### config.mk
export PLATFORM = sky130hd
export DESIGN_NAME = ddr2_init_sequencer_flat
export DESIGN_NICKNAME = d
export VERILOG_FILES = /design/src/rtl/ddr2_pkg.sv /design/src/rtl/ddr2_init_sequencer_if.sv /design/src/rtl/ddr2_wait_counter.sv /design/src/rtl/ddr2_init_sequencer.sv /design/src/flat_wrapper.sv
export SDC_FILE = /design/constraint.sdc
export NUM_CORES = 1
export LEC_CHECK = 0
export CORE_ASPECT_RATIO = 1.1
export CORE_UTILIZATION = 45
export CTS_CLUSTER_SIZE = 20
export DETAILED_ROUTE_END_ITERATION = 10
export HOLD_SLACK_MARGIN = 0.15
export PLACE_DENSITY = 0.66
export SETUP_SLACK_MARGIN = 0.2
export SLEW_MARGIN = 40
export SYNTH_ARGS = -nofsm -noshare
export SYNTH_HDL_FRONTEND = slang
export SYNTH_HIERARCHICAL = 1
export SYNTH_SLANG_ARGS = --single-unit
### constraint.sdc
create_clock -name clk -period 3.5 [get_ports clk]
set_clock_uncertainty 0.2 [all_clocks]
set_input_delay 0.525 -clock clk [delete_from_list [all_inputs] [get_ports clk]]
set_output_delay 0.525 -clock clk [all_outputs]
set_load 0.01 [all_outputs]
### src/rtl/ddr2_pkg.sv
// Shared DDR2 definitions: command encodings, mode-register codes and the init FSM states.
package ddr2_pkg;

  localparam logic [2:0] CMD_NOP = 3'b111;
  localparam logic [2:0] CMD_PRE = 3'b010;
  localparam logic [2:0] CMD_REF = 3'b001;
  localparam logic [2:0] CMD_MRS = 3'b000;

  localparam logic [1:0] BA_MR   = 2'b00;
  localparam logic [1:0] BA_EMR1 = 2'b01;
  localparam logic [1:0] BA_EMR2 = 2'b10;
  localparam logic [1:0] BA_EMR3 = 2'b11;

  localparam logic [12:0] A_ZERO      = 13'h0000;
  localparam logic [12:0] A_PRE_ALL   = 13'h0400;
  localparam logic [12:0] A_MR_DLLRST = 13'h0742;
  localparam logic [12:0] A_MR_RUN    = 13'h0642;
  localparam logic [12:0] A_EMR1_OCD  = 13'h0380;

  typedef enum logic [3:0] {
    WAIT_INIT, CKE_UP, PRE_ALL1, EMR2, EMR3, EMR1_DLL, MR_DLLRST, PRE_ALL2,
    REF1, REF2, MR_RUN, EMR1_OCD, EMR1_EXIT, WAIT_DLL, DONE
  } init_state_e;

  typedef struct packed {
    logic        init_done;
    logic        cke;
    logic        csbar;
    logic [2:0]  rcw;
    logic [1:0]  ba;
    logic [12:0] a;
  } pin_word_t;

  localparam pin_word_t PINS_RESET = '{init_done: 1'b0, cke: 1'b0, csbar: 1'b1,
                                       rcw: CMD_NOP, ba: BA_MR, a: A_ZERO};

  function automatic int clamp_min(input int v, input int lo);
    return (v < lo) ? lo : v;
  endfunction

  function automatic int max_int(input int x, input int y);
    return (x > y) ? x : y;
  endfunction

endpackage

### src/rtl/ddr2_init_sequencer_if.sv
// SDRAM command pins plus init status, driven by the init sequencer.
interface ddr2_init_sequencer_if;
  logic        cke;
  logic        csbar;
  logic        rasbar;
  logic        casbar;
  logic        webar;
  logic [1:0]  ba;
  logic [12:0] a;
  logic        odt;
  logic        init_done;

  modport master (output cke, csbar, rasbar, casbar, webar, ba, a, odt, init_done);
  modport slave  (input  cke, csbar, rasbar, casbar, webar, ba, a, odt, init_done);
endinterface

### src/rtl/ddr2_wait_counter.sv
// Loadable down-counter; expired is high while the count sits at zero.
module ddr2_wait_counter #(
  parameter int W           = 8,
  parameter int RESET_VALUE = 0
) (
  input  logic         clk,
  input  logic         reset,
  input  logic         load,
  input  logic [W-1:0] value,
  output logic         expired
);

  logic [W-1:0] count;

  always_ff @(posedge clk or posedge reset) begin
    if (reset)
      count <= W'(RESET_VALUE);
    else if (load)
      count <= value;
    else if (count != '0)
      count <= count - W'(1);
  end

  assign expired = (count == '0);

endmodule

### src/rtl/ddr2_init_sequencer.sv
// DDR2 power-up init engine: drives the JEDEC init command sequence and flags init_done.
// state     | meaning
// WAIT_INIT | CKE low, deselect, T_INIT cycles
// CKE_UP    | CKE high, NOPs for T_CKE_NOP
// PRE_ALL*  | precharge all, wait T_RP
// EMR*/MR*  | mode register loads, wait T_MRD
// REF*      | auto refresh, wait T_RFC
// WAIT_DLL  | NOP until DLL lock time met
// DONE      | init_done, NOP forever
module ddr2_init_sequencer
  import ddr2_pkg::*;
#(
  parameter int T_INIT    = 53334,
  parameter int T_CKE_NOP = 107,
  parameter int T_RP      = 4,
  parameter int T_MRD     = 2,
  parameter int T_RFC     = 28,
  parameter int T_DLL     = 200
) (
  input logic clk,
  input logic reset,
  ddr2_init_sequencer_if.master pins
);

  localparam int INIT_C    = clamp_min(T_INIT, 1);
  localparam int CKE_NOP_C = clamp_min(T_CKE_NOP, 1);
  localparam int RP_C      = clamp_min(T_RP, 2);
  localparam int MRD_C     = clamp_min(T_MRD, 2);
  localparam int RFC_C     = clamp_min(T_RFC, 2);
  localparam int DLL_C     = clamp_min(T_DLL, 1);
  // Counter sized for the largest interval so small T_INIT overrides cannot truncate other waits.
  localparam int CNT_MAX   = max_int(max_int(INIT_C, CKE_NOP_C), max_int(RP_C, max_int(MRD_C, RFC_C)));
  localparam int CNT_W     = $clog2(CNT_MAX + 1);
  localparam int DLL_W     = $clog2(DLL_C + 1);

  init_state_e      state, state_next;
  logic             load_cnt, expired;
  logic [CNT_W-1:0] load_value;
  int               wait_len;
  logic             dll_run, dll_ready;
  logic [DLL_W-1:0] dll_cnt;
  pin_word_t        pins_q, pins_next;

  ddr2_wait_counter #(.W(CNT_W), .RESET_VALUE(INIT_C - 1)) u_wait (
    .clk     (clk),
    .reset   (reset),
    .load    (load_cnt),
    .value   (load_value),
    .expired (expired)
  );

  always_ff @(posedge clk or posedge reset) begin
    if (reset)
      state <= WAIT_INIT;
    else
      state <= state_next;
  end

  always_comb begin
    state_next = state;
    case (state)
      WAIT_INIT: if (expired) state_next = CKE_UP;
      CKE_UP:    if (expired) state_next = PRE_ALL1;
      PRE_ALL1:  if (expired) state_next = EMR2;
      EMR2:      if (expired) state_next = EMR3;
      EMR3:      if (expired) state_next = EMR1_DLL;
      EMR1_DLL:  if (expired) state_next = MR_DLLRST;
      MR_DLLRST: if (expired) state_next = PRE_ALL2;
      PRE_ALL2:  if (expired) state_next = REF1;
      REF1:      if (expired) state_next = REF2;
      REF2:      if (expired) state_next = MR_RUN;
      MR_RUN:    if (expired) state_next = EMR1_OCD;
      EMR1_OCD:  if (expired) state_next = EMR1_EXIT;
      EMR1_EXIT: if (expired) state_next = dll_ready ? DONE : WAIT_DLL;
      WAIT_DLL:  if (dll_ready) state_next = DONE;
      DONE:      state_next = DONE;
      default:   state_next = WAIT_INIT;
    endcase
  end

  // Every state entry issues its command and restarts the spacing timer.
  assign load_cnt = (state_next != state);

  always_comb begin
    wait_len = 1;
    case (state_next)
      CKE_UP:                 wait_len = CKE_NOP_C;
      PRE_ALL1, PRE_ALL2:     wait_len = RP_C;
      REF1, REF2:             wait_len = RFC_C;
      EMR2, EMR3, EMR1_DLL, MR_DLLRST,
      MR_RUN, EMR1_OCD, EMR1_EXIT: wait_len = MRD_C;
      default:                wait_len = 1;
    endcase
  end

  assign load_value = CNT_W'(wait_len - 1);

  // DLL lock timer: starts with MR_DLLRST, saturates, cleared only by reset.
  always_ff @(posedge clk or posedge reset) begin
    if (reset) begin
      dll_run <= 1'b0;
      dll_cnt <= '0;
    end else begin
      if (state_next == MR_DLLRST)
        dll_run <= 1'b1;
      if (dll_run && (dll_cnt != DLL_W'(DLL_C)))
        dll_cnt <= dll_cnt + DLL_W'(1);
    end
  end

  assign dll_ready = dll_run && (dll_cnt >= DLL_W'(DLL_C - 1));

  always_comb begin
    pins_next = '{init_done: 1'b0, cke: 1'b1, csbar: 1'b0, rcw: CMD_NOP, ba: BA_MR, a: A_ZERO};
    case (state_next)
      WAIT_INIT: begin
        pins_next.cke   = 1'b0;
        pins_next.csbar = 1'b1;
      end
      DONE: pins_next.init_done = 1'b1;
      default: begin
        if (load_cnt) begin
          case (state_next)
            PRE_ALL1, PRE_ALL2: begin pins_next.rcw = CMD_PRE; pins_next.a = A_PRE_ALL; end
            EMR2:      begin pins_next.rcw = CMD_MRS; pins_next.ba = BA_EMR2; end
            EMR3:      begin pins_next.rcw = CMD_MRS; pins_next.ba = BA_EMR3; end
            EMR1_DLL:  begin pins_next.rcw = CMD_MRS; pins_next.ba = BA_EMR1; end
            MR_DLLRST: begin pins_next.rcw = CMD_MRS; pins_next.a = A_MR_DLLRST; end
            REF1, REF2: pins_next.rcw = CMD_REF;
            MR_RUN:    begin pins_next.rcw = CMD_MRS; pins_next.a = A_MR_RUN; end
            EMR1_OCD:  begin pins_next.rcw = CMD_MRS; pins_next.ba = BA_EMR1; pins_next.a = A_EMR1_OCD; end
            EMR1_EXIT: begin pins_next.rcw = CMD_MRS; pins_next.ba = BA_EMR1; end
            default:   pins_next.rcw = CMD_NOP;
          endcase
        end
      end
    endcase
  end

  always_ff @(posedge clk or posedge reset) begin
    if (reset)
      pins_q <= PINS_RESET;
    else
      pins_q <= pins_next;
  end

  assign pins.cke       = pins_q.cke;
  assign pins.csbar     = pins_q.csbar;
  assign pins.rasbar    = pins_q.rcw[2];
  assign pins.casbar    = pins_q.rcw[1];
  assign pins.webar     = pins_q.rcw[0];
  assign pins.ba        = pins_q.ba;
  assign pins.a         = pins_q.a;
  assign pins.odt       = 1'b0;
  assign pins.init_done = pins_q.init_done;

endmodule

### src/flat_wrapper.sv
// flat-port wrapper written by rule: the top's interface ports become plain ports
module ddr2_init_sequencer_flat import ddr2_pkg::*;
#(
  parameter int T_INIT    = 53334,
  parameter int T_CKE_NOP = 107,
  parameter int T_RP      = 4,
  parameter int T_MRD     = 2,
  parameter int T_RFC     = 28,
  parameter int T_DLL     = 200
)
  (clk, reset, pins_cke, pins_csbar, pins_rasbar, pins_casbar, pins_webar, pins_ba, pins_a, pins_odt, pins_init_done);
  ddr2_init_sequencer_if pins_i ();
  input logic clk;
  input logic reset;
  output wire logic [$bits(pins_i.cke)-1:0] pins_cke;
  output wire logic [$bits(pins_i.csbar)-1:0] pins_csbar;
  output wire logic [$bits(pins_i.rasbar)-1:0] pins_rasbar;
  output wire logic [$bits(pins_i.casbar)-1:0] pins_casbar;
  output wire logic [$bits(pins_i.webar)-1:0] pins_webar;
  output wire logic [$bits(pins_i.ba)-1:0] pins_ba;
  output wire logic [$bits(pins_i.a)-1:0] pins_a;
  output wire logic [$bits(pins_i.odt)-1:0] pins_odt;
  output wire logic [$bits(pins_i.init_done)-1:0] pins_init_done;
  assign pins_cke = pins_i.cke;
  assign pins_csbar = pins_i.csbar;
  assign pins_rasbar = pins_i.rasbar;
  assign pins_casbar = pins_i.casbar;
  assign pins_webar = pins_i.webar;
  assign pins_ba = pins_i.ba;
  assign pins_a = pins_i.a;
  assign pins_odt = pins_i.odt;
  assign pins_init_done = pins_i.init_done;
  ddr2_init_sequencer #(.T_INIT(T_INIT), .T_CKE_NOP(T_CKE_NOP), .T_RP(T_RP), .T_MRD(T_MRD), .T_RFC(T_RFC), .T_DLL(T_DLL)) u_core (.clk(clk), .reset(reset), .pins(pins_i));
endmodule
==> flow_summary_export.csv <==
group,metric,value,unit
floorplanning,pin_count,24,
floorplanning,start_util,47.7,%
floorplanning,die_h,82.1,um
final_layout,fillers,519,
sta,tns,0,ps
setup_path,reg2reg_from,"u_core/u_wait/count[0]",
sta,rsz0062_at_grt,"true",
sta,worstMarginPinSlew,673,ps
logic_synthesis,ys_async_sr_fraction,100,%
final_layout,drive_gt1_share,16.6,%
detailed_routing,wl_per_cell,13.4,um
final_layout,final_core_util,54.1,%
sta,hold_ws,280,ps
setup_path,critPathTopFamily,"simple AND/OR/NAND/NOR gates",
min_path,hold_end,"u_core/dll_cnt[7]",
sta,drv_slew,0,
logic_synthesis,synth_top_area_share,29.6,%
final_layout,nNetsFinal,308,
detailed_routing,vias,2017,
pwr,powerDensity,300,mW/mm^2
setup_path,worstPathArrival,3210,ps
clock_tree,cts_tree,"done",
clock_tree,clockBufferDepth,2,
floorplanning,coreArea,0.00550,mm^2
sta,min_period_over_period,90.9,%
detailed_routing,detail_route.vias_per_cell,5.36,
detailed_routing,drc,0,
logic_synthesis,syn_area_per_cell,9.34,um^2
final_layout,area_delta_synth_final,13.4,%
setup_path,worstPathCellList,"inv_1 -> ha_2 -> nor3b_4 -> nand4b_4 -> nor2_4 -> nand2b_4 -> nand3_1 -> o211ai_1 -> o22ai_1 -> ha_2 -> inv_1 -> a31oi_1 -> ha_1 -> inv_1 -> mux2i_1 -> nor2_1",
logic_synthesis,synth_top_area_cell,"dfrtp_1",
detailed_routing,routed_wl,5.03,mm
setup_path,crit_top_cell,"inv_1",
sta,hold_viol_final,0,
setup_path,rrSetupSlack,320,ps
min_path,hold_start,"u_core/dll_cnt[7]",
min_path,hold_path_class,"reg2reg",
setup_path,critPathSlowestCell,"dfstp_2",
setup_path,crit_type,"reg2reg",
logic_synthesis,yosysMostFrequentCell,"nand2_1",
floorplanning,die_w,74.8,um
clock_tree,clk-insertion-delay-late,300,ps
setup_path,end_kind,"flip-flop",
detailed_routing,first_pass_iters,5,
run_status,status,"completed",
logic_synthesis,ys.flop_type,"dfrtp_1",
logic_synthesis,synth_common_cells,"nand2_1 (33), dfrtp_1 (31), nor2_1 (20), xnor2_1 (16), inv_1 (14)",
place,hpwl,3.50,mm
floorplanning,die-area,0.00614,mm^2
detailed_routing,drt_iter0_markers,154,
logic_synthesis,ys_seq_area_share,40.6,%
clock_tree,cts.htree.levels,2,
logic_synthesis,synthCells,281,
pwr,p_leak,1.27,nW
sta,setup_violations,0,
setup_path,slowest_delay,380,ps
clock_tree,clock_sinks,42,
setup_path,cp.buffers_inverters,3,
place,portBuffers,15,
floorplanning,rows,28,
logic_synthesis,yosysUniqueCellTypes,63,
grt,grt.overflow.total,0,
grt,grt_pass1_wl,8.63,mm
clock_tree,clk_pin_slew,90,ps
grt,grt_pass1_vias,1806,
clock_tree,cts_made_buffers,5,
clock_tree,cts.hold.buffers_added,0,
logic_synthesis,synthTopCellsByArea,"dfrtp_1 (30%), dfstp_2 (11%), xnor2_1 (5.3%)",
setup_path,r2r_end,"u_core/u_wait/count[6]",
logic_synthesis,yosys_warnings,6,
logic_synthesis,synth_edf_count,0,
setup_path,cp.required,3530,ps
detailed_routing,drtAntennaViolNets,0,
logic_synthesis,ys_ff_latch,42,
grt,grt_max_degree,27,
setup_path,crit_path_start_kind,"flip-flop",
logic_synthesis,syn_area,0.00263,mm^2
sta,max-slew-margin-rel,55.1,%
pwr,ir_worst_vdd,227,uV
clock_tree,root_buffer,"clkbuf_8",
final_layout,diodes,0,
pwr,total_power,0.000894,W
grt,grt_antenna_before_repair,0,
sta,period_minus_slack,3180,ps
place,place_congestion,0.878,
grt,grt_use_total,18.6,%
min_path,whs_path_depth,1,
setup_path,rr_worst_depth,16,
setup_path,crit_fanout,6,
sta,fmax,0.314,GHz
run,maxCapViolCount,0,
final_layout,multiInputGateArea,0.00145,mm^2
final_layout,seq_area,0.00106,mm^2
[cell type report]
type	instances	area share, %
clock buffer	6	2.44
clock inverter	2	1.26
inverter	14	1.77
multi-input combinational	214	48.6
sequential	42	35.8
tap	75	3.15
timing repair buffer	23	7.06
[power by group]
group | total [W] | switching (W) | internal [W]
combinational | 0.0000184 | 0.0000154 | 0.00000303
clock | 0.000388 | 0.000175 | 0.000213
sequential | 0.000487 | 0.00000105 | 0.000486
[per-layer routing]
metal / wire length [um] / GRT usage, % / vias up
li1: - / - / 999
met1: 2510 / 27.4 / 959
met2: 2230 / 26.8 / 53
met3: 213 / 3.28 / 6
met4: 78 / 7.17 / 0
met5: 0 / 0 / -
[cells in the final DEF, fill, tap and decap left out, types with 2 or more instances in the layout]
| master | count |
|---|---|
| buf_4 | 8 |
| mux2i_1 | 3 |
| dfstp_2 | 11 |
| o211ai_1 | 4 |
| nor3b_1 | 2 |
| nand3_1 | 4 |
| inv_1 | 13 |
| nand3b_1 | 5 |
| nor2b_1 | 7 |
| nor2_1 | 20 |
| or3_1 | 2 |
| a21boi_0 | 3 |
| a21o_1 | 2 |
| o21ai_1 | 4 |
| nand2b_1 | 5 |
| o22ai_1 | 3 |
| nor3b_2 | 2 |
| and3_1 | 3 |
| ha_1 | 4 |
| ha_2 | 2 |
| xor2_1 | 3 |
| nand4_1 | 4 |
| clkdlybuf4s50_1 | 15 |
| nor3_2 | 3 |
| o41ai_1 | 2 |
| and2_1 | 2 |
| a32oi_1 | 2 |
| conb_1 | 13 |
| o21ai_0 | 9 |
| clkbuf_8 | 5 |
| nand2_1 | 33 |
| a31oi_1 | 4 |
| nor3_1 | 5 |
| a21oi_1 | 11 |
| xnor2_1 | 16 |
| o311ai_1 | 2 |
| dfrtp_1 | 31 |
| o31ai_1 | 3 |
[worst register-to-register path: stages, from the launching register on]
cell,delay (ps)
dfstp_2,380
inv_1,90
ha_2,230
nor3b_4,280
nand4b_4,190
nor2_4,230
nand2b_4,90
nand3_1,100
o211ai_1,120
o22ai_1,220
ha_2,240
inv_1,90
a31oi_1,170
ha_1,260
inv_1,60
mux2i_1,60
nor2_1,120
[through the flow]
| stage | instances | cell area, um^2 | setup WS (ps) |
|---|---|---|---|
| after CTS | 375 | 2950 | 256 |
| after global placement | 367 | 2840 | 442 |
| after detailed placement | 367 | 2840 | 308 |
| after floorplan | 293 | 2670 | 362 |
| final | 376 | 2980 | 317 |
| after global routing | 376 | 2980 | 64.0 |
[kinds of logic (layout without fill, tap and decap cells)]
group                      count (synthesis)  after routing  synth area share (%)
and+or+nand+nor                          109            109                  24.4
adders and majority gates                  6              6                  2.86
muxes                                      5              5                  2.00
AOI/OAI and AO/OA                         62             62                  16.8
buffers and inverters                     37             45                  6.86
xor gates and xnor gates                  19             19                  6.34
other                                      1             13                 0.143
DFF                                       42             42                  40.6
[timing repair]
| action | in CTS | in global routing |
|---|---|---|
| gates resized for setup | 0 | 5 |
| buffers inserted | 0 | 1 |
| endpoints found under the setup margin | 0 | 4 |
[registers in the layout, summed over array words and instances, names as in the netlist]
signal and count:
u_core/dll_cnt 8, u_core/pins.casbar 1, u_core/pins.a 5, u_core/pins.cke 1
u_core/pins.rasbar 1, u_core/pins.csbar 1, u_core/pins.init_done 1, u_core/state 4
u_core/dll_run 1, u_core/pins.ba 2, u_core/u_wait/count 16, u_core/pins.webar 1
[how the worst max path moves through the flow]
stage	startpoint	end	cells past startpoint
2_1_floorplan	u_core/u_wait/count[0]	u_core/u_wait/count[6]	17
3_3_place_gp	u_core/u_wait/count[0]	u_core/u_wait/count[6]	16
3_5_place_dp	u_core/u_wait/count[1]	u_core/u_wait/count[2]	16
4_1_cts	u_core/u_wait/count[1]	u_core/u_wait/count[6]	16
5_1_grt	u_core/u_wait/count[1]	u_core/u_wait/count[6]	16
6_report	u_core/u_wait/count[0]	u_core/u_wait/count[6]	16
Power figures use the tool's default switching activity.
